`src/rtl/pcie_dma_arb.sv`:
```
// Round-robin, burst-locked arbiter feeding the PCIe DMA engine through a small output FIFO.
// Each FIFO entry carries the beat data, its last flag and the originating requester id.
module pcie_dma_arb #(
  parameter int NREQ       = 2,
  parameter int DATA_WIDTH = 64,
  parameter int FIFO_DEPTH = 2,
  parameter int IDW        = (NREQ > 2) ? $clog2(NREQ) : 1
) (
  input  logic                       i_clk,
  input  logic                       i_nrst,
  input  logic [NREQ-1:0]            i_req_valid,
  input  logic [NREQ*DATA_WIDTH-1:0] i_req_data,
  input  logic [NREQ-1:0]            i_req_last,
  output logic [NREQ-1:0]            o_req_ready,
  output logic                       o_dma_valid,
  output logic [DATA_WIDTH-1:0]      o_dma_data,
  output logic                       o_dma_last,
  output logic [IDW-1:0]             o_dma_id,
  input  logic                       i_dma_ready,
  output logic [NREQ-1:0]            o_grant,
  output logic                       o_busy
);

  localparam int PW = (FIFO_DEPTH > 1) ? $clog2(FIFO_DEPTH) : 1;
  localparam int CW = $clog2(FIFO_DEPTH + 1);

  typedef enum logic {IDLE, LOCKED} state_t;

  state_t                state;
  logic [IDW-1:0]        rr_ptr;
  logic [IDW-1:0]        owner;
  logic [IDW-1:0]        winner;
  logic [IDW-1:0]        sel;
  logic [IDW-1:0]        next_rr;
  logic [IDW:0]          cand;
  logic                  found;
  logic [NREQ-1:0]       ready_c;
  logic                  space;
  logic                  push;
  logic                  pop;
  logic                  push_last;
  logic [DATA_WIDTH-1:0] push_data;
  logic [DATA_WIDTH-1:0] req_data [NREQ];

  logic [DATA_WIDTH-1:0] mem_data [FIFO_DEPTH];
  logic                  mem_last [FIFO_DEPTH];
  logic [IDW-1:0]        mem_id   [FIFO_DEPTH];
  logic [PW-1:0]         rd_ptr;
  logic [PW-1:0]         wr_ptr;
  logic [CW-1:0]         count;

  function automatic logic [PW-1:0] ptr_inc(input logic [PW-1:0] p);
    return (p == PW'(FIFO_DEPTH - 1)) ? '0 : p + PW'(1);
  endfunction

  always_comb begin
    for (int unsigned k = 0; k < NREQ; k++) begin
      req_data[k] = i_req_data[k*DATA_WIDTH +: DATA_WIDTH];
    end
  end

  // Cyclic scan starting at rr_ptr; the candidate index is folded back below NREQ
  // by a single subtraction since rr_ptr + i never reaches 2*NREQ.
  always_comb begin
    found  = 1'b0;
    winner = '0;
    cand   = '0;
    for (int unsigned i = 0; i < NREQ; i++) begin
      cand = {1'b0, rr_ptr} + (IDW+1)'(i);
      if (cand >= (IDW+1)'(NREQ)) cand = cand - (IDW+1)'(NREQ);
      if (!found && i_req_valid[cand[IDW-1:0]]) begin
        found  = 1'b1;
        winner = cand[IDW-1:0];
      end
    end
  end

  assign space = (count < CW'(FIFO_DEPTH));
  assign pop   = i_dma_ready && (count != '0);

  always_comb begin
    ready_c = '0;
    sel     = winner;
    push    = 1'b0;
    if (state == IDLE) begin
      if (found && space) begin
        ready_c[winner] = 1'b1;
        push            = 1'b1;
      end
    end else begin
      sel            = owner;
      ready_c[owner] = space;
      push           = space && i_req_valid[owner];
    end
  end

  assign push_last   = i_req_last[sel];
  assign push_data   = req_data[sel];
  assign next_rr     = (sel == IDW'(NREQ - 1)) ? '0 : sel + IDW'(1);
  assign o_req_ready = i_nrst ? ready_c : '0;

  always_ff @(posedge i_clk or negedge i_nrst) begin
    if (!i_nrst) begin
      state   <= IDLE;
      owner   <= '0;
      rr_ptr  <= '0;
      o_grant <= '0;
    end else if (push) begin
      if (push_last) begin
        state   <= IDLE;
        rr_ptr  <= next_rr;
        o_grant <= '0;
      end else begin
        state   <= LOCKED;
        owner   <= sel;
        o_grant <= NREQ'(1) << sel;
      end
    end
  end

  always_ff @(posedge i_clk) begin
    if (push) begin
      mem_data[wr_ptr] <= push_data;
      mem_last[wr_ptr] <= push_last;
      mem_id[wr_ptr]   <= sel;
    end
  end

  always_ff @(posedge i_clk or negedge i_nrst) begin
    if (!i_nrst) begin
      rd_ptr <= '0;
      wr_ptr <= '0;
      count  <= '0;
    end else begin
      if (push) wr_ptr <= ptr_inc(wr_ptr);
      if (pop)  rd_ptr <= ptr_inc(rd_ptr);
      case ({push, pop})
        2'b10:   count <= count + CW'(1);
        2'b01:   count <= count - CW'(1);
        default: count <= count;
      endcase
    end
  end

  // Head fields read as zero while empty so reset leaves every output at 0.
  assign o_dma_valid = (count != '0);
  assign o_dma_data  = o_dma_valid ? mem_data[rd_ptr] : '0;
  assign o_dma_last  = o_dma_valid ? mem_last[rd_ptr] : 1'b0;
  assign o_dma_id    = o_dma_valid ? mem_id[rd_ptr]   : '0;
  assign o_busy      = (state == LOCKED) || o_dma_valid;

endmodule

```
`config.mk`:
```
export PLATFORM = sky130hd
export DESIGN_NAME = pcie_dma_arb
export DESIGN_NICKNAME = d
export VERILOG_FILES = /design/src/rtl/pcie_dma_arb.sv
export SDC_FILE = /design/constraint.sdc
export NUM_CORES = 1
export LEC_CHECK = 0
export BUFFER_PORTS_ARGS = -buffer_cell sky130_fd_sc_hd__buf_2
export CAP_MARGIN = 15
export CORE_MARGIN = 2
export CORE_UTILIZATION = 51
export CTS_CLUSTER_SIZE = 14
export DETAILED_ROUTE_END_ITERATION = 10
export PLACE_DENSITY = 0.83
export SYNTH_ARGS = -nofsm -noshare
export SYNTH_HDL_FRONTEND = slang
export SYNTH_SLANG_ARGS = --single-unit
export TNS_END_PERCENT = 1
```
`constraint.sdc`:
```
create_clock -name i_clk -period 4.89 [get_ports i_clk]
set_input_delay 1.467 -clock i_clk [delete_from_list [all_inputs] [get_ports i_clk]]
set_output_delay 1.467 -clock i_clk [all_outputs]
set_load 0.01 [all_outputs]
```
# Word-level counts from Yosys, hierarchy flattened

Memories as Yosys holds them, arrays and structs flattened.
Index checks and enable logic that the tools add are counted.

Add/sub/neg operators: 8
$lt $le $gt $ge: 11
Equality and inequality tests: 2
Shift-type cells: 1
Muxes and demuxes: 38
Bitwise gates (word level): 3
Reductions and logical operators: 12

Operators with widths:

| operator              | count |
|---|---|
| $mux W64              | 4 |
| $mux W1               | 27 |
| $lt A1 B2 Y1 const B  | 5 |
| $mux W2               | 4 |
| $logic_and A1 B1 Y1   | 6 |
| $ge A2 B2 Y1 const B  | 2 |
| $pmux W2 S2           | 1 |
| $reduce_and A2 Y1     | 2 |
| $reduce_bool A2 Y1    | 2 |
| $add A1 B1 Y1 const B | 3 |
| $add A1 B1 Y2 const B | 1 |
| $add A2 B1 Y2 const B | 1 |
| $and A2 B2 Y2         | 1 |
| $demux W1 S1          | 2 |
| $eq A2 B1 Y1 const B  | 1 |
| $eq A2 B2 Y1 const B  | 1 |
| $ge A1 B1 Y1 const B  | 2 |
| $ge A1 B2 Y1 const B  | 1 |
| $lt A2 B2 Y1 const B  | 1 |
| $not A1 Y2            | 1 |
| $shl A1 B1 Y2 const A | 1 |
| $sub A1 B1 Y1 const B | 2 |
| $sub A2 B1 Y2 const B | 1 |
| $logic_not A1 Y1      | 1 |
| other kinds (2)       | 2 |

Bits in registers: 9
RAM bits: 132
Input bits: 135
Output and inout port bits: 72
Logic and storage cells: 85
Memories: 3

Memories:

| name     | words | bits a word | rd ports | clocked after memory_dff | wr ports | RTL line | source |
|---|---|---|---|---|---|---|---|
| mem_data | 2     | 64          | 1        | 0                        | 1        | 45       | `logic [DATA_WIDTH-1:0] mem_data [FIFO_DEPTH];` |
| mem_id   | 2     | 1           | 1        | 0                        | 1        | 47       | `logic [IDW-1:0] mem_id [FIFO_DEPTH];` |
| mem_last | 2     | 1           | 1        | 0                        | 1        | 46       | `logic mem_last [FIFO_DEPTH];` |

# Logic depth before layout (Yosys ltp)

Gate-level depths: netlist of run 1.

Depth in word-level cells: 15
Gate-level depth with buffers: 7
Depth with buffers taken out: 7

# Worst setup path before layout of run 1

No wires, ideal clock.

Path type: input to register
Start point: in i_req_valid[0]
End point: mem mem_data[0][0], enable pin
Library setup time: 0.491 ns
Arrival: 4.762 ns
Required time: 4.399 ns
Setup slack: -0.362 ns
Cell stages on the path: 4
Path buffers: 0
Cell sequence: o21bai_1 -> a21oi_1 -> inv_2 -> nor2_1

Word-level cells in the longest chain between the ends: 11
Elaborated cells between the ends (all ways): 16
Those cells by class: 12 x mux; 4 x reduce/logical

RTL lines:

| what                                        | RTL line | source |
|---|---|---|
| start, declared                             | 11       | `input logic [NREQ-1:0] i_req_valid,` |
| $mux W1 (not written as such) (2 in series) | 71       | `if (!found && i_req_valid[cand[IDW-1:0]]) begin` |
| $mux W1                                     | 71       |  |
| $logic_not A1 Y1                            | 71       |  |
| $logic_and A1 B1 Y1                         | 71       |  |
| $mux W1                                     | 71       |  |
| $logic_and A1 B1 Y1                         | 86       | `if (found && space) begin` |
| $mux W1                                     | 86       |  |
| $mux W1 *                                   | 85       | `if (state == IDLE) begin` |
| $mux W1 *                                   | 122      | `if (push) begin` |
| $mux W1 (not written as such) *             | 123      | `mem_data[wr_ptr] <= push_data;` |
| end, declared                               | 45       |  |

Mark *: on every way between the ends. The rest lies on a longest branch, timed or not. The select of a mux whose other input is x is not followed.

# Final worst setup path of run 1

Start point: reg count[1]
End point: out o_dma_data[60]

Word-level cells in the longest chain between the ends: 2

RTL lines:

| what                   | RTL line | source |
|---|---|---|
| start, declared        | 50       | `logic [CW-1:0] count;` |
| start signal, assigned | 138      | `2'b10: count <= count + CW'(1);` |
| start signal, assigned | 139      | `2'b01: count <= count - CW'(1);` |
| start signal, assigned | 140      | `default: count <= count;` |
| $reduce_bool A2 Y1     | 146      | `assign o_dma_valid = (count != '0);` |
| $mux W64               | 147      | `assign o_dma_data = o_dma_valid ? mem_data[rd_ptr] : '0;` |
| end, declared          | 16       | `output logic [DATA_WIDTH-1:0] o_dma_data,` |

Every way passes these cells.

==> results of run 1 <==
==> sequential cells by signal (all words and copies together), names as in the netlist <==
name      cells
mem_id        2
mem_last      2
state         1
count         2
rd_ptr        1
mem_data    128
o_grant       2
owner         1
rr_ptr        1
wr_ptr        1
==> power breakdown <==
part | leakage (nW) | internal [mW] | switching (mW)
Combinational | 1.78 | 0.849 | 1.05
Sequential | 1.33 | 1.82 | 0.256
Clock | 0.297 | 0.894 | 0.461
==> synth_stat cells <==
cell | instances | share of area, %
buf_2 | 5 | 0.40
xnor2_1 | 3 | 0.42
inv_1 | 3 | 0.18
mux2i_1 | 67 | 11
xor2_1 | 2 | 0.28
and3_1 | 1 | 0.10
mux2_2 | 64 | 12
inv_2 | 1 | 0.060
o21ai_2 | 1 | 0.14
buf_4 | 9 | 1.1
buf_6 | 1 | 0.18
nor2b_1 | 1 | 0.10
clkbuf_1 | 4 | 0.24
edfxtp_1 | 132 | 64
o31ai_1 | 1 | 0.12
o21ai_0 | 1 | 0.080
buf_1 | 3 | 0.18
nor2b_2 | 1 | 0.14
o21ai_4 | 1 | 0.26
or3_1 | 1 | 0.10
nor2_1 | 71 | 4.3
ha_1 | 1 | 0.20
nand2_1 | 6 | 0.36
nand2b_1 | 2 | 0.20
nand3b_1 | 1 | 0.12
nand2b_2 | 1 | 0.14
o21bai_1 | 1 | 0.12
nand3_1 | 1 | 0.080
a21oi_1 | 4 | 0.32
o32a_1 | 1 | 0.16
or2_2 | 1 | 0.10
dfrtp_1 | 9 | 3.6
and2_1 | 1 | 0.10
mux2_4 | 1 | 0.24
==> worst max-delay path by stage <==
stage                     cells after the start                       end  slack [ps]
final                                         4            o_dma_data[60]        1180
after global routing                          4             o_dma_data[8]         990
after CTS                                     4            o_dma_data[60]        1140
after detailed placement                      5            o_req_ready[1]        1230
after global placement                        5            o_req_ready[1]        1270
after floorplan                               4  mem_data[0][0]$_DFFE_PP_        -360
==> worst max-delay path, stage by stage (launching register included) <==
cell and delay (ps):
dfrtp_1 460, nor2_4 660, buf_4 430, nor2_1 110, buf_2 150
==> routing by layer <==
metal	vias to the layer above	track usage, %
li1	1903	-
met1	1915	22.5
met2	170	34.5
met3	13	5.03
met4	0	6.18
met5	-	0
==> cells in the final DEF (no fill, tap or decap), types with 2 or more instances in the layout <==
cell and instances:
buf_2 206, edfxtp_1 132, nor2_1 68, mux2i_1 67
mux2_2 64, clkbuf_16 17, dfrtp_1 8, buf_4 7
nand2_1 6, bufinv_16 5, a21oi_1 4, nor2_4 3
inv_1 3, xnor2_1 3, clkinv_1 3, nand2b_1 2
xor2_1 2, clkinv_4 2, clkinvlp_4 2
==> area by class of cell <==
class                      count  area, µm²
clock buffer                  17        425
clock inverter                13        199
fill                         853       3940
inverter                       4       15.0
multi-input combinational    236       1920
sequential                   141       4190
tap                          147        184
timing repair buffer         213       1080
==> logic make-up (layout without fill, tap and decap cells) <==
group,count (synthesis),count (layout),synth area share [%]
flip-flops,141,141,67.2
AND/OR/NAND/NOR,88,88,5.82
XOR/XNOR,5,5,0.703
buffers and inverters,26,247,2.33
adder cells (fa/ha/maj),1,1,0.201
AO/OA/AOI/OAI,10,10,1.20
multiplexers,132,132,22.6
==> results.json, run 1 <==
{
  "outcome": "completed",
  "clk_path_buf_depth": 2,
  "grt_overflow": 0,
  "crit_start": "count[1]$_DFFE_PN0P_",
  "place_congestion": 0.808,
  "fin_cells": 771,
  "end_kind": "primary output",
  "period_share_pct": 75.8,
  "yosysUniqueCellTypes": 34,
  "clk_latency_ps": 400,
  "dieHeight_um": 115,
  "wl_met2_um": 6430,
  "placed_area_um2": 7400,
  "ctsHoldBuffers": 0,
  "cts-buffers-inserted": 17,
  "drive_above_1_share_pct": 50.5,
  "clk_pin_slew_ps": 60,
  "coreArea_um2": 12000,
  "maxCapViolations": 0,
  "io_buffers": 206,
  "firstDrtPassIters": 4,
  "antenna_cells": 0,
  "rrSetupSlack_ps": 2600,
  "crit_type": "reg -> out",
  "p_leak_nw": 3.40,
  "areaGrowthSynthToFinish_pct": 28.7,
  "cts_tree": "built",
  "power.total_mw": 5.33,
  "hold_viol": 0,
  "hold_end": "o_grant[0]$_DFFE_PN0P_",
  "seq_area_frac_synth_pct": 67.2,
  "yosys_register_bits": 141,
  "wl_met1_um": 5230,
  "maxSlewHeadroom_pct": 22.1,
  "clock_sinks": 141,
  "post_cts.repair.setup_buffers": 0,
  "ctsHtreeMaxLevel": 4,
  "wl_per_cell_um": 16.3,
  "fin_util_pct": 67.1,
  "p_per_area_nw_per_um2": 664,
  "ir_drop_v": 0.000378,
  "wl_met3_um": 769,
  "regToRegStartpoint": "state$_DFFE_PN0P_",
  "worstSetupStartpointType": "register",
  "cts_root_buffer": "clkbuf_16",
  "fp.dieW_um": 115,
  "grt_start_max_net_pins": 71,
  "dp_slack_ps": 1230,
  "rows": 40,
  "top_layer": "met4",
  "start_util_pct": 52.1,
  "rsz0062_at_grt": "no",
  "worst_slack_ps": 1180,
  "hold_path.class": "reg -> reg",
  "vias_per_cell": 5.19,
  "grt_first_pass_wirelength_um": 19000,
  "arrival_ps": 2240,
  "holdCritStartpoint": "o_grant[0]$_DFFE_PN0P_",
  "post_cts_resize_count": 0,
  "r2r-end": "mem_data[0][41]$_DFFE_PP_",
  "clock_skew_ps": 5.69,
  "worstPathMaxFanout": 33,
  "yosys_warnings": 0,
  "final_nets": 749,
  "dieArea_um2": 13100,
  "setup_viol": 0,
  "required_ps": 3420,
  "grt_usage_pct": 19.2,
  "drtAntennaViolNets": 0,
  "num_io_pins": 207,
  "grt_pass1_vias": 4005,
  "antenna_found_initial": 0,
  "syn_avg_cell_area_um2": 15.5,
  "drt_iter0_drc": 135,
  "dp_cells": 741,
  "syn_inst": 403,
  "fmax_mhz": 270,
  "syn_area_um2": 6230,
  "whs_ps": 479,
  "r2r_cells": 4,
  "min_period_ps": 3710,
  "slew_viol_final": 0,
  "wl_um": 12600,
  "postLayoutCellArea_um2": 8020,
  "worst_slew_pin_slew_ps": 1170,
  "route.detailed.drc": 0,
  "dpl.hpwl_um": 8450,
  "setup_tns_ps": 0,
  "hold_path_depth": 2,
  "vias": 4001,
  "synth_nets": 539
}
(Power assumes the default switching activity.)
==> inputs of run 2 (changes only) <==
--- a/config.mk
+++ b/config.mk
@@ -8,10 +8,10 @@
 export BUFFER_PORTS_ARGS = -buffer_cell sky130_fd_sc_hd__buf_2
 export CAP_MARGIN = 15
 export CORE_MARGIN = 2
-export CORE_UTILIZATION = 51
+export CORE_UTILIZATION = 46
 export CTS_CLUSTER_SIZE = 14
 export DETAILED_ROUTE_END_ITERATION = 10
-export PLACE_DENSITY = 0.83
+export PLACE_DENSITY = 0.79
 export SYNTH_ARGS = -nofsm -noshare
 export SYNTH_HDL_FRONTEND = slang
 export SYNTH_SLANG_ARGS = --single-unit
==> constraint.sdc (replaced) <==
create_clock -name i_clk -period 3.23 [get_ports i_clk]
set_input_delay 0.969 -clock i_clk [delete_from_list [all_inputs] [get_ports i_clk]]
set_output_delay 0.969 -clock i_clk [all_outputs]
set_load 0.01 [all_outputs]
==> results.json, run 2 (same netlist as run 1, synthesis figures left out) <==
{
  "outcome": "completed",
  "route.detailed.drc": 0,
  "ctsHoldBuffers": 0,
  "cp.buffers_inverters": 2,
  "wl_um": 12200,
  "maxSlewHeadroom_pct": 67.6,
  "rows": 42,
  "place_congestion": 0.776,
  "setup_viol": 0,
  "slowest_delay_ps": 410,
  "slowest_stage": "dfrtp_4",
  "dieHeight_um": 120,
  "vias_per_cell": 4.96,
  "cts_tree": "built",
  "crit_type": "reg -> out",
  "rrSetupSlack_ps": 1220,
  "crit_chain": "buf_12, mux2i_1, nor2_1, buf_2",
  "grt_start_max_net_pins": 71,
  "hold_viol": 0,
  "hold_path.class": "in -> async",
  "grt_pass1_vias": 4036,
  "grt_overflow": 0,
  "firstDrtPassIters": 4,
  "num_io_pins": 207,
  "wl_per_cell_um": 15.2,
  "path_delay_family": "buffers and inverters",
  "worstSetupStartpointType": "register",
  "dp_cells": 772,
  "dieArea_um2": 14500,
  "fin_cells": 804,
  "antenna_found_initial": 0,
  "start_util_pct": 47.1,
  "coreArea_um2": 13200,
  "fin_util_pct": 60.7,
  "required_ps": 2260,
  "cts_root_buffer": "clkbuf_16",
  "end_kind": "primary output",
  "clk_pin_slew_ps": 50,
  "top_register": "mem_data",
  "worst_slew_pin_slew_ps": 485,
  "p_per_area_nw_per_um2": 975,
  "fp.dieW_um": 120,
  "cts-buffers-inserted": 17,
  "final_nets": 751,
  "min_period_ps": 2740,
  "drive_above_1_share_pct": 49.7,
  "regToRegStartpoint": "count[1]$_DFFE_PN0P_",
  "power.total_mw": 7.84,
  "maxCapViolations": 0,
  "clk_path_buf_depth": 2,
  "layout_common_cells": "buf_2, edfxtp_1, nor2_1, mux2i_1, mux2_2",
  "clk_latency_ps": 410,
  "largest_reg_flops": 128,
  "clock_skew_ps": 5.62,
  "clock_sinks": 141,
  "fmax_mhz": 364,
  "drtAntennaViolNets": 0,
  "io_buffers": 206,
  "ctsHtreeMaxLevel": 4,
  "grt_usage_pct": 17.0,
  "worstPathMaxFanout": 67,
  "grt_first_pass_wirelength_um": 18800,
  "rsz0062_at_grt": "no",
  "p_leak_nw": 3.39,
  "arrival_ps": 1780,
  "dpl.hpwl_um": 8160,
  "areaGrowthSynthToFinish_pct": 29.0,
  "vias": 3989,
  "drt_iter0_drc": 200,
  "slew_viol_final": 0,
  "post_cts.repair.setup_buffers": 0,
  "crit_start": "rd_ptr$_DFFE_PN0P_",
  "layout_commonest_cell": "buf_2",
  "ir_drop_v": 0.000541,
  "antenna_cells": 0,
  "period_share_pct": 85.0,
  "post_cts_resize_count": 0
}
-- run 2: layout make-up --
class,count,area (µm²)
Multi-Input combinational cell,236,1920
Tap cell,176,220
Sequential cell,141,4190
Timing Repair Buffer,215,1150
Fill cell,1053,5200
Clock inverter,11,100
Clock buffer,21,440
Inverter,4,15.0
-- run 2: through the flow --
stage | area [µm²] | TNS [ps] | setup slack, ps | hold WS, ps
6_report | 8040 | 0 | 485 | 420
5_1_grt | 8040 | 0 | 378 | 410
4_1_cts | 8040 | 0 | 456 | 400
3_5_place_dp | 7500 | 0 | 549 | 464
3_3_place_gp | 7500 | 0 | 562 | 453
2_1_floorplan | 6240 | -55570 | -421 | 484
-- run 2: final timing paths --
path                                             end  cells after the start
min                           o_grant[1]$_DFFE_PN0P_                      1
max reg2reg                mem_data[0][48]$_DFFE_PP_                      5
max                                   o_dma_data[59]                      4
min in group i_clk            o_grant[1]$_DFFE_PN0P_                      2
max in group asynchronous         rd_ptr$_DFFE_PN0P_                      1
min reg2reg                   o_grant[1]$_DFFE_PN0P_                      2
-- run 2: metal layers --
metal,global-route usage (%),vias to the layer above,part of all wire (%)
met2,28.7,171,49
met1,20.6,1888,43
met4,6.98,0,1.5
li1,-,1915,-
met5,0,-,0
met3,4.58,15,7.0
-- run 2: power breakdown --
| part | switching [mW] | leakage [nW] | internal [mW] |
|---|---|---|---|
| Combinational | 1.79 | 1.80 | 1.33 |
| Clock | 0.666 | 0.260 | 1.12 |
| Sequential | 0.172 | 1.33 | 2.76 |
